===== src/rtl/conv_encoder_param_if.sv =====
// Handshake/bus bundle of the tail-biting convolutional encoder: block FIFO side,
// start/mode controls, output show-ahead buffer side and debug state.
interface conv_encoder_param_if #(
    parameter int unsigned DATA_W = 8,
    parameter int unsigned K      = 7,
    parameter int unsigned N_OUT  = 3
);
    logic                      data_valid;
    logic [K-2:0]              tail_bits;
    logic                      code_block_length;
    logic                      blk_empty;
    logic [DATA_W-1:0]         blk_data;
    logic                      blk_data_rdreq;
    logic [N_OUT*DATA_W-1:0]   q;
    logic                      out_empty;
    logic                      rdreq_subblock;
    logic                      computation_done;
    logic                      length_out;
    logic [K-2:0]              encoder_vals;

    modport master (
        output data_valid, tail_bits, code_block_length, blk_empty, blk_data, rdreq_subblock,
        input  blk_data_rdreq, q, out_empty, computation_done, length_out, encoder_vals
    );

    modport slave (
        input  data_valid, tail_bits, code_block_length, blk_empty, blk_data, rdreq_subblock,
        output blk_data_rdreq, q, out_empty, computation_done, length_out, encoder_vals
    );
endinterface


===== src/rtl/conv_encoder_param.sv =====
// Parametrised tail-biting convolutional encoder (rate 1/N_OUT, DATA_W bits per cycle)
// feeding a show-ahead output buffer that holds all N_OUT stream words per entry.
module conv_encoder_param #(
    parameter int unsigned           DATA_W    = 8,
    parameter int unsigned           K         = 7,
    parameter int unsigned           N_OUT     = 3,
    parameter logic [N_OUT*K-1:0]    G         = {7'o165, 7'o171, 7'o133},
    parameter int unsigned           LEN0      = 1056,
    parameter int unsigned           LEN1      = 6144,
    parameter int unsigned           OUT_DEPTH = 16
) (
    input  logic                    clk,
    input  logic                    reset,
    conv_encoder_param_if.slave     bus
);
    localparam int unsigned WORDS0 = LEN0 / DATA_W;
    localparam int unsigned WORDS1 = LEN1 / DATA_W;
    localparam int unsigned CNT_W  = $clog2(WORDS1 + 1);
    localparam int unsigned PTR_W  = $clog2(OUT_DEPTH);
    localparam int unsigned BCNT_W = PTR_W + 1;
    localparam int unsigned SR_W   = K - 1;
    localparam int unsigned WIN_W  = DATA_W + SR_W;
    localparam int unsigned Q_W    = N_OUT * DATA_W;

    typedef enum logic [1:0] {S_IDLE, S_RUN, S_DONE} state_t;

    state_t              state, state_next;
    logic [SR_W-1:0]     sr;
    logic                mode;
    logic [CNT_W-1:0]    req_cnt, wr_cnt, words_needed;
    logic                inflight;
    logic [Q_W-1:0]      mem [OUT_DEPTH];
    logic [PTR_W-1:0]    wr_ptr, rd_ptr;
    logic [BCNT_W-1:0]   buf_count, occupancy;
    logic                rdreq, done, push, pop, last_word;
    logic [WIN_W-1:0]    win;
    logic [Q_W-1:0]      enc_word;
    logic [SR_W-1:0]     sr_next;
    logic                acc;

    assign words_needed = mode ? CNT_W'(WORDS1) : CNT_W'(WORDS0);
    assign occupancy    = buf_count + BCNT_W'(inflight);
    assign push         = inflight;
    assign pop          = bus.rdreq_subblock && (buf_count != '0);
    assign last_word    = push && (wr_cnt == words_needed - CNT_W'(1));

    // win[n] holds c_{n-(K-1)}: history bits from sr below, the new word (MSB first) above.
    always_comb begin
        win      = '0;
        enc_word = '0;
        sr_next  = '0;
        acc      = 1'b0;
        for (int unsigned n = 0; n < SR_W; n++)
            win[n] = sr[SR_W-1-n];
        for (int unsigned n = 0; n < DATA_W; n++)
            win[SR_W+n] = bus.blk_data[DATA_W-1-n];
        for (int unsigned j = 0; j < N_OUT; j++) begin
            for (int unsigned i = 0; i < DATA_W; i++) begin
                acc = 1'b0;
                for (int unsigned k = 0; k < K; k++)
                    acc = acc ^ (G[j*K + K-1-k] & win[i + SR_W - k]);
                enc_word[j*DATA_W + DATA_W-1-i] = acc;
            end
        end
        for (int unsigned m = 0; m < SR_W; m++)
            sr_next[m] = win[WIN_W-1-m];
    end

    always_comb begin
        state_next = state;
        rdreq      = 1'b0;
        done       = 1'b0;
        case (state)
            S_IDLE: begin
                if (bus.data_valid)
                    state_next = S_RUN;
            end
            S_RUN: begin
                rdreq = !bus.blk_empty && (req_cnt < words_needed)
                        && (occupancy < BCNT_W'(OUT_DEPTH));
                if (last_word)
                    state_next = S_DONE;
            end
            S_DONE: begin
                done       = 1'b1;
                state_next = S_IDLE;
            end
            default: state_next = S_IDLE;
        endcase
    end

    always_ff @(posedge clk or negedge reset) begin
        if (!reset) begin
            state     <= S_IDLE;
            sr        <= '0;
            mode      <= 1'b0;
            req_cnt   <= '0;
            wr_cnt    <= '0;
            inflight  <= 1'b0;
            wr_ptr    <= '0;
            rd_ptr    <= '0;
            buf_count <= '0;
        end else begin
            state    <= state_next;
            inflight <= rdreq;
            if (state == S_IDLE && bus.data_valid) begin
                sr      <= bus.tail_bits;
                mode    <= bus.code_block_length;
                req_cnt <= '0;
                wr_cnt  <= '0;
            end else begin
                if (rdreq)
                    req_cnt <= req_cnt + CNT_W'(1);
                if (push) begin
                    sr     <= sr_next;
                    wr_cnt <= wr_cnt + CNT_W'(1);
                end
            end
            if (push)
                wr_ptr <= wr_ptr + PTR_W'(1);
            if (pop)
                rd_ptr <= rd_ptr + PTR_W'(1);
            buf_count <= buf_count + BCNT_W'(push) - BCNT_W'(pop);
        end
    end

    // Storage is left unreset; the head is masked to zero whenever the buffer is empty.
    always_ff @(posedge clk) begin
        if (push)
            mem[wr_ptr] <= enc_word;
    end

    assign bus.blk_data_rdreq   = rdreq;
    assign bus.q                = (buf_count == '0) ? '0 : mem[rd_ptr];
    assign bus.out_empty        = (buf_count == '0);
    assign bus.computation_done = done;
    assign bus.length_out       = mode;
    assign bus.encoder_vals     = sr;
endmodule


===== src/flat_wrapper.sv =====
// flat-port wrapper written by rule: the top's interface ports become plain ports
module conv_encoder_param_flat 
#(
    parameter int unsigned           DATA_W    = 8,
    parameter int unsigned           K         = 7,
    parameter int unsigned           N_OUT     = 3,
    parameter logic [N_OUT*K-1:0]    G         = {7'o165, 7'o171, 7'o133},
    parameter int unsigned           LEN0      = 1056,
    parameter int unsigned           LEN1      = 6144,
    parameter int unsigned           OUT_DEPTH = 16
)
  (clk, reset, bus_data_valid, bus_tail_bits, bus_code_block_length, bus_blk_empty, bus_blk_data, bus_rdreq_subblock, bus_blk_data_rdreq, bus_q, bus_out_empty, bus_computation_done, bus_length_out, bus_encoder_vals);
  conv_encoder_param_if #(.DATA_W(DATA_W), .K(K), .N_OUT(N_OUT)) bus_i ();
  input  logic clk;
  input  logic reset;
  input wire logic [$bits(bus_i.data_valid)-1:0] bus_data_valid;
  input wire logic [$bits(bus_i.tail_bits)-1:0] bus_tail_bits;
  input wire logic [$bits(bus_i.code_block_length)-1:0] bus_code_block_length;
  input wire logic [$bits(bus_i.blk_empty)-1:0] bus_blk_empty;
  input wire logic [$bits(bus_i.blk_data)-1:0] bus_blk_data;
  input wire logic [$bits(bus_i.rdreq_subblock)-1:0] bus_rdreq_subblock;
  output wire logic [$bits(bus_i.blk_data_rdreq)-1:0] bus_blk_data_rdreq;
  output wire logic [$bits(bus_i.q)-1:0] bus_q;
  output wire logic [$bits(bus_i.out_empty)-1:0] bus_out_empty;
  output wire logic [$bits(bus_i.computation_done)-1:0] bus_computation_done;
  output wire logic [$bits(bus_i.length_out)-1:0] bus_length_out;
  output wire logic [$bits(bus_i.encoder_vals)-1:0] bus_encoder_vals;
  assign bus_i.data_valid = bus_data_valid;
  assign bus_i.tail_bits = bus_tail_bits;
  assign bus_i.code_block_length = bus_code_block_length;
  assign bus_i.blk_empty = bus_blk_empty;
  assign bus_i.blk_data = bus_blk_data;
  assign bus_i.rdreq_subblock = bus_rdreq_subblock;
  assign bus_blk_data_rdreq = bus_i.blk_data_rdreq;
  assign bus_q = bus_i.q;
  assign bus_out_empty = bus_i.out_empty;
  assign bus_computation_done = bus_i.computation_done;
  assign bus_length_out = bus_i.length_out;
  assign bus_encoder_vals = bus_i.encoder_vals;
  conv_encoder_param #(.DATA_W(DATA_W), .K(K), .N_OUT(N_OUT), .G(G), .LEN0(LEN0), .LEN1(LEN1), .OUT_DEPTH(OUT_DEPTH)) u_core (.clk(clk), .reset(reset), .bus(bus_i));
endmodule

===== config.mk =====
export PLATFORM = sky130hd
export DESIGN_NAME = conv_encoder_param_flat
export DESIGN_NICKNAME = d
export VERILOG_FILES = /design/src/rtl/conv_encoder_param_if.sv /design/src/rtl/conv_encoder_param.sv /design/src/flat_wrapper.sv
export SDC_FILE = /design/constraint.sdc
export NUM_CORES = 1
export LEC_CHECK = 0
export ABC_AREA = 1
export CAP_MARGIN = 20
export CORE_MARGIN = 2
export CORE_UTILIZATION = 40
export CTS_CLUSTER_DIAMETER = 200
export CTS_CLUSTER_SIZE = 25
export DETAILED_ROUTE_END_ITERATION = 8
export HOLD_SLACK_MARGIN = 0.15
export PLACE_DENSITY_LB_ADDON = 0.25
export SETUP_SLACK_MARGIN = 0.2
export SYNTH_ARGS = -nofsm -noshare
export SYNTH_HDL_FRONTEND = slang
export SYNTH_SLANG_ARGS = --single-unit

===== constraint.sdc =====
create_clock -name clk -period 3 [get_ports clk]
set_clock_uncertainty 0.15 [all_clocks]
set_input_delay 0.6 -clock clk [delete_from_list [all_inputs] [get_ports clk]]
set_output_delay 0.6 -clock clk [all_outputs]
set_load 0.01 [all_outputs]

==> out/qor.txt, run 1 <==
First-pass DRT Iterations: 5
Crit path time final: 3.02 ns
Setup Crit Path Kind: reg -> out
Synth area leader: edfxtp_1
Clk Latency, worst-skew pair: 0.55 ns
Crit path DAT: 2.27 ns
Reg2reg path depth: 5
Maximum fanout along the worst path: 6
HP Class: reg -> reg
CTS tree: done
Clock Tree Buf Depth: 3
Finished Layout Cells: 2413
Finished Cell Area: 23600 µm²
Sequential share of the synthesized area: 68.0%
Post-route DRC: 0
Worst Max-Slew Pin Slew: 1.03 ns
Port-buffer cells: 53
Die width: 219 µm
GRT overflow: 0
Worst setup endpoint: bus_q[20]
Leak Pwr: 9.06 nW
Nets: 1833
Most frequent cells in the layout: nand2_1, edfxtp_1, nand3_1
Final RePlAce weighted congestion: 0.799
Detailed Place HPWL: 27.4 mm
Count of different cell masters after synthesis: 31
Starting DRT DRC Count: 881
Worst flop-to-flop path endpoint: u_core.mem[7][23]
Worst VDD drop: 0.710 mV
Most common cell after layout, fill and taps aside: nand2_1
Post-Syn Area: 18500 µm²
Slew Limit Headroom: 30.9%
Num ports: 54
H-tree Lvls: 1
Yosys reg bits: 427
Area Growth Syn to Fin: 27.2%
Routed len/inst: 20.9 µm
Dpl cell area: 20400 µm²
Flop-to-flop setup slack: 0.70 ns
Syn_nets: 1684
Fill cells: 3828
Clock transition at path regs: 0.10 ns
Final Cycle Share: 101%
Footprint of the multi-input gates: 6400 µm²
Initial antenna violation count: 1
Synth top area share: 62.2%
Avg Cell Area, Syn: 11.2 µm²
Maximum capacitance violations: 0
Syn Inst Count: 1650
Critical path endpoint category: primary output
Core Area: 45600 µm²
Cell Pwr Density: 1100 nW/µm²
Vias post-DR: 12613
Startpoint types: flip-flop
Clock sink total: 427
Drt total wl: 50.4 mm
Final WS setup: -0.0153 ns
Worst r2r src: u_core.bus.encoder_vals[1]
Ranking of synthesized cells by area: edfxtp_1, nand2_1, nand3_1
Unrepaired setup endpoints after global routing: true
Final setup violation count: 3
WHS: 0.313 ns
First-pass GRT wire length: 74.8 mm
Clock Tree Root: clkbuf_16
N_diodes: 0
Final hold violation count: 0
Core Rows: 78
Sum Neg Setup Slack: -0.0270 ns
Worst Setup SP: u_core.rd_ptr[0]
Post-route ant nets: 0
Failing checks: negative setup slack
Status: complete, but fails checks
Largest net degree at the start of global routing: 51
Pre-CTS setup slack: 0.0480 ns
Starting Density: 40.7%
Cells after DPL: 2305
Die ar.: 48100 µm²
Slew Limit Fails: 0
Vert. Die Dim: 219 µm
Via/cell ratio: 5.23
Clock buffer count from CTS: 21
GRT Total Usage: 20.8%
Critical path required time: 2.25 ns
Share of cells above drive strength 1: 29.3%
Vias in the first global route: 12303
Synth Warn #: 0
Reg area: 12600 µm²
F_max: 332 MHz
[synthesized netlist by cell type]
cell      instances
a21boi_0          1
a21oi_1          21
a21oi_2          10
buf_1             5
buf_12            1
buf_2            40
buf_4            11
buf_6            22
buf_8             1
clkbuf_1         12
clkbuf_2          1
clkbuf_4          1
clkinv_1          2
dfrtp_1          43
edfxtp_1        384
ha_1             14
inv_1            50
inv_2             3
inv_4             1
nand2_1         557
nand3_1         332
nand3_2           1
nand4_1           5
nor2_1           38
nor3_1            4
o211ai_1          4
o21ai_0          13
o311ai_0          1
xnor2_1          22
xnor2_2           2
xor2_1           48
[where the power goes]
part           leakage [nW]  switching, mW  internal, mW
combinational          4.77           7.98          5.50
sequential             4.00          0.411          8.82
clock                 0.288           1.83          1.36
[per-stage QoR]
step	power (mW)	utilization (%)
2_1_floorplan	15.2	-
3_3_place_gp	19.2	44.7
3_5_place_dp	19.3	44.7
4_1_cts	24.6	49.3
5_1_grt	27.3	51.8
6_report	25.9	51.8
[repair_timing]
action / in CTS / in global routing
pin swaps: 97 / 130
resized for setup: 287 / 202
gates cloned: 25 / 8
endpoints found under the hold margin: 15 / 0
setup buffers: 28 / 9
hold buffers: 1 / 0
setup endpoints to repair: 26 / 26
[cell type report]
| type | instances | area share (%) |
|---|---|---|
| Clock buffer | 36 | 2.47 |
| Clock inverter | 1 | 0.127 |
| Inverter | 56 | 0.939 |
| Multi-Input combinational cell | 1073 | 27.1 |
| Sequential cell | 427 | 53.5 |
| Tap cell | 600 | 3.18 |
| Timing Repair Buffer | 219 | 12.6 |
| Timing Repair inverter | 1 | 0.0690 |
[state kept, by name, summed over array words and instances (netlist names)]
signal,cells
u_core.mem,384
u_core.inflight,1
u_core.bus.length_out,1
u_core.req_cnt,10
u_core.wr_cnt,10
u_core.buf_count,5
u_core.state,2
u_core.bus.encoder_vals,6
u_core.rd_ptr,4
u_core.wr_ptr,4
[worst min-delay path by stage]
stage,cells past startpoint,slack [ns],from,to
4_1_cts,1,0.32,u_core.state[1],u_core.state[1]
5_1_grt,1,0.35,u_core.state[1],u_core.state[1]
2_1_floorplan,0,0.15,reset,u_core.buf_count[0]
3_3_place_gp,1,0.30,u_core.state[1],u_core.state[1]
6_report,1,0.31,u_core.state[1],u_core.state[1]
3_5_place_dp,1,0.30,u_core.state[1],u_core.state[1]
[routing by layer]
metal | global-route usage, % | share of wire, % | vias to the layer above
met5 | 0 | 0 | -
met1 | 28.2 | 43 | 6198
met3 | 2.01 | 5.7 | 58
met4 | 5.29 | 2.1 | 0
li1 | - | - | 5968
met2 | 36.0 | 50 | 389
[worst max-delay path: stages (launching register included)]
cell     delay [ns]
dfrtp_4        0.55
buf_8          0.17
inv_12         0.08
buf_12         0.12
buf_16         0.11
nand2_1        0.07
nand3_2        0.08
nand3_2        0.07
nand2_1        0.08
nand2_2        0.07
a21oi_4        0.18
buf_6          0.13
[cell families (layout without fill, tap and decap cells)]
family	after synthesis	count (layout)	share of synthesized area (%)
xor gates and xnor gates	72	72	3.48
DFF	427	427	68.0
buffers and inverters	150	313	4.61
adders and majority gates	14	14	0.945
and+or+nand+nor	937	937	21.3
AOI/OAI and AO/OA	50	50	1.64
(Power assumes the default switching activity.)
==> inputs of run 2 (changes only) <==
--- a/config.mk
+++ b/config.mk
@@ -6,6 +6,7 @@
 export NUM_CORES = 1
 export LEC_CHECK = 0
 export ABC_AREA = 1
+export ABC_CLOCK_PERIOD_IN_PS = 3000
 export CAP_MARGIN = 20
 export CORE_MARGIN = 2
 export CORE_UTILIZATION = 40
==> results of run 2 <==
Final layout, timing and power as in run 1 (identical DEF).
==> inputs of run 3 (changes only) <==
--- a/config.mk
+++ b/config.mk
@@ -6,7 +6,7 @@
 export NUM_CORES = 1
 export LEC_CHECK = 0
 export ABC_AREA = 1
-export ABC_CLOCK_PERIOD_IN_PS = 3000
+export ABC_CLOCK_PERIOD_IN_PS = 2600
 export CAP_MARGIN = 20
 export CORE_MARGIN = 2
 export CORE_UTILIZATION = 40
==> constraint.sdc (replaced) <==
create_clock -name clk -period 2.6 [get_ports clk]
set_clock_uncertainty 0.15 [all_clocks]
set_input_delay 0.52 -clock clk [delete_from_list [all_inputs] [get_ports clk]]
set_output_delay 0.52 -clock clk [all_outputs]
set_load 0.01 [all_outputs]
==> run 3 against run 2 <==
Compared with the run above:
- the flow still finishes with violations (negative setup slack)
- largest power group unchanged
- die area unchanged
- via count is 0.43% higher
- flip-flop and latch count unchanged
- utilization decreased by 0.93 points
- global-route usage decreased by 0.25 points
- cell count grew 0.41%
- hold slack got worse by 0.11 ns
- highest routed layer unchanged
- sequential power grew 16%
- setup slack got worse by 0.32 ns
- critical path type unchanged
==> out/qor.txt, run 3 (same netlist as run 1, synthesis figures left out) <==
Status: complete, but fails checks
Failing checks: negative setup slack
Crit path DAT: 2.26 ns (about the same)
Post-route ant nets: 0 (unchanged)
GRT Max-Usage Layer: met2
Crit path time final: 2.93 ns
Core Rows: 78 (unchanged)
Clock buffer count from CTS: 21 (unchanged)
Footprint of the multi-input gates: 6140 µm² (-4.0%)
Final setup violation count: 24 (+21)
Clock sink total: 427 (unchanged)
Area Growth Syn to Fin: 24.9%
Drt total wl: 50.1 mm (-0.64%)
HP Class: in -> async
Routed len/inst: 20.7 µm (-1.0%)
Finished Layout Cells: 2423 (+0.41%)
Biggest register: u_core.mem
Worst VDD drop: 0.664 mV (-6.5%)
Post-route DRC: 0 (unchanged)
Maximum capacitance violations: 0 (unchanged)
CTS tree: done
Initial antenna violation count: 0 (-1)
Finished Cell Area: 23200 µm² (-1.8%)
Final Cycle Share: 113%
Maximum fanout along the worst path: 6 (unchanged)
First-pass GRT wire length: 74.0 mm (-0.97%)
Fill cells: 3899 (+1.9%)
Nets: 1843 (+0.55%)
WHS: 0.202 ns (-0.111 ns)
Worst Max-Slew Pin Slew: 0.661 ns (-0.372 ns)
Largest net degree at the start of global routing: 57 (+12%)
Final RePlAce weighted congestion: 0.815 (+2.0%)
Clock Tree Buf Depth: 3 (unchanged)
Die ar.: 48100 µm² (unchanged)
Slew Limit Headroom: 55.9% (+25 points)
Slew Limit Fails: 0 (unchanged)
Met2 GRT Util: 34.0% (-2.0 points)
Largest register FFs: 384 (unchanged)
Final WS setup: -0.335 ns (-0.319 ns)
Critical path required time: 1.93 ns (-0.32 ns)
Most common cell after layout, fill and taps aside: nand2_1
Unrepaired setup endpoints after global routing: true
F_max: 341 MHz
Met1 GRT Util: 28.5% (+0.34 points)
Most frequent cells in the layout: nand2_1, edfxtp_1, nand3_1
Vias post-DR: 12667 (+0.43%)
Biggest regs: u_core.mem x384, u_core.req_cnt x10, u_core.wr_cnt x10
Share of cells above drive strength 1: 26.4% (-2.8 points)
Starting Density: 40.7% (unchanged)
Die width: 219 µm (unchanged)
Clock Tree Root: clkbuf_16
Starting DRT DRC Count: 1008 (+14%)
Final hold violation count: 0 (unchanged)
Critical path endpoint category: primary output
Clk Latency, worst-skew pair: 0.55 ns (about the same)
H-tree Lvls: 1 (unchanged)
Reg area: 12600 µm² (about the same)
Dpl cell area: 20700 µm² (+1.8%)
Cell Pwr Density: 1260 nW/µm² (+14%)
First-pass DRT Iterations: 5 (unchanged)
Vert. Die Dim: 219 µm (unchanged)
GRT Total Usage: 20.6% (-0.25 points)
Cells after DPL: 2334 (+1.3%)
Num ports: 54 (unchanged)
Flop-to-flop setup slack: 0.33 ns (-0.37 ns)
Setup Crit Path Kind: reg -> out
Vias in the first global route: 12199 (-0.85%)
Startpoint types: flip-flop
Sum Neg Setup Slack: -6.74 ns (-6.71 ns)
GR Util met3: 2.12% (+0.11 points)
Clock transition at path regs: 0.11 ns (about the same)
Via/cell ratio: 5.23 (about the same)
Port-buffer cells: 53 (unchanged)
N_diodes: 0 (unchanged)
Leak Pwr: 8.89 nW (-1.9%)
Pre-CTS setup slack: -0.239 ns (-0.287 ns)
Detailed Place HPWL: 27.9 mm (+1.8%)
GRT overflow: 0 (unchanged)
Core Area: 45600 µm² (unchanged)
-- run 3: repair_timing --
action,4_1_cts,5_1_grt
endpoints found under the setup margin,26,74
hold endpoints to repair,43,0
pin swaps,35,95
hold buffers,1,0
gates cloned,13,10
resized for setup,196,187
setup buffers,19,9
-- run 3: layout make-up --
cell class                      instances  share of cell area (%)
Inverter                               56                   0.956
Clock inverter                          1                   0.130
Timing Repair inverter                  1                  0.0378
Sequential cell                       427                    54.5
Timing Repair Buffer                  229                    12.1
Tap cell                              600                    3.24
Clock buffer                           36                    2.51
Multi-Input combinational cell       1073                    26.5
-- run 3: final timing paths --
kind	from	to	cells past startpoint
hold / removal	reset	u_core.req_cnt[0]	2
max in group asynchronous	reset	u_core.bus.encoder_vals[2]	3
setup / recovery	u_core.rd_ptr[0]	bus_q[2]	11
min in group clk	u_core.state[1]	u_core.state[1]	1
hold reg to reg	u_core.state[1]	u_core.state[1]	1
setup reg to reg	u_core.inflight	u_core.mem[4][21]	5
-- run 3: power breakdown --
| group | internal, mW | leakage, nW | switching (mW) |
|---|---|---|---|
| sequential | 10.2 | 3.99 | 0.495 |
| combinational | 5.92 | 4.60 | 8.82 |
| clock | 1.57 | 0.288 | 2.13 |
| total | 17.7 | 8.89 | 11.4 |
-- run 3: layer usage --
metal	up-vias	share of wire (%)	wire (µm)
li1	5983	-	-
met3	88	6.2	3090
met5	-	0	0
met1	6179	43	21300
met4	0	3.0	1490
met2	417	48	24200
-- run 3: critical path: stages (launching register included) --
cell and delay, ns:
dfrtp_4 0.57, inv_6 0.10, buf_12 0.14, buf_16 0.15, clkbuf_16 0.15, nand2_1 0.05
nand3_1 0.07, nand3_2 0.06, nand2_1 0.06, nand2_1 0.06, a21oi_2 0.15, buf_2 0.14
-- run 3: stage by stage --
stage / total power [mW] / utilization (%)
after floorplan: 17.6 / -
after global placement: 22.9 / 45.5
after detailed placement: 23.0 / 45.5
after CTS: 27.8 / 48.5
after global routing: 30.7 / 50.8
final: 29.1 / 50.8
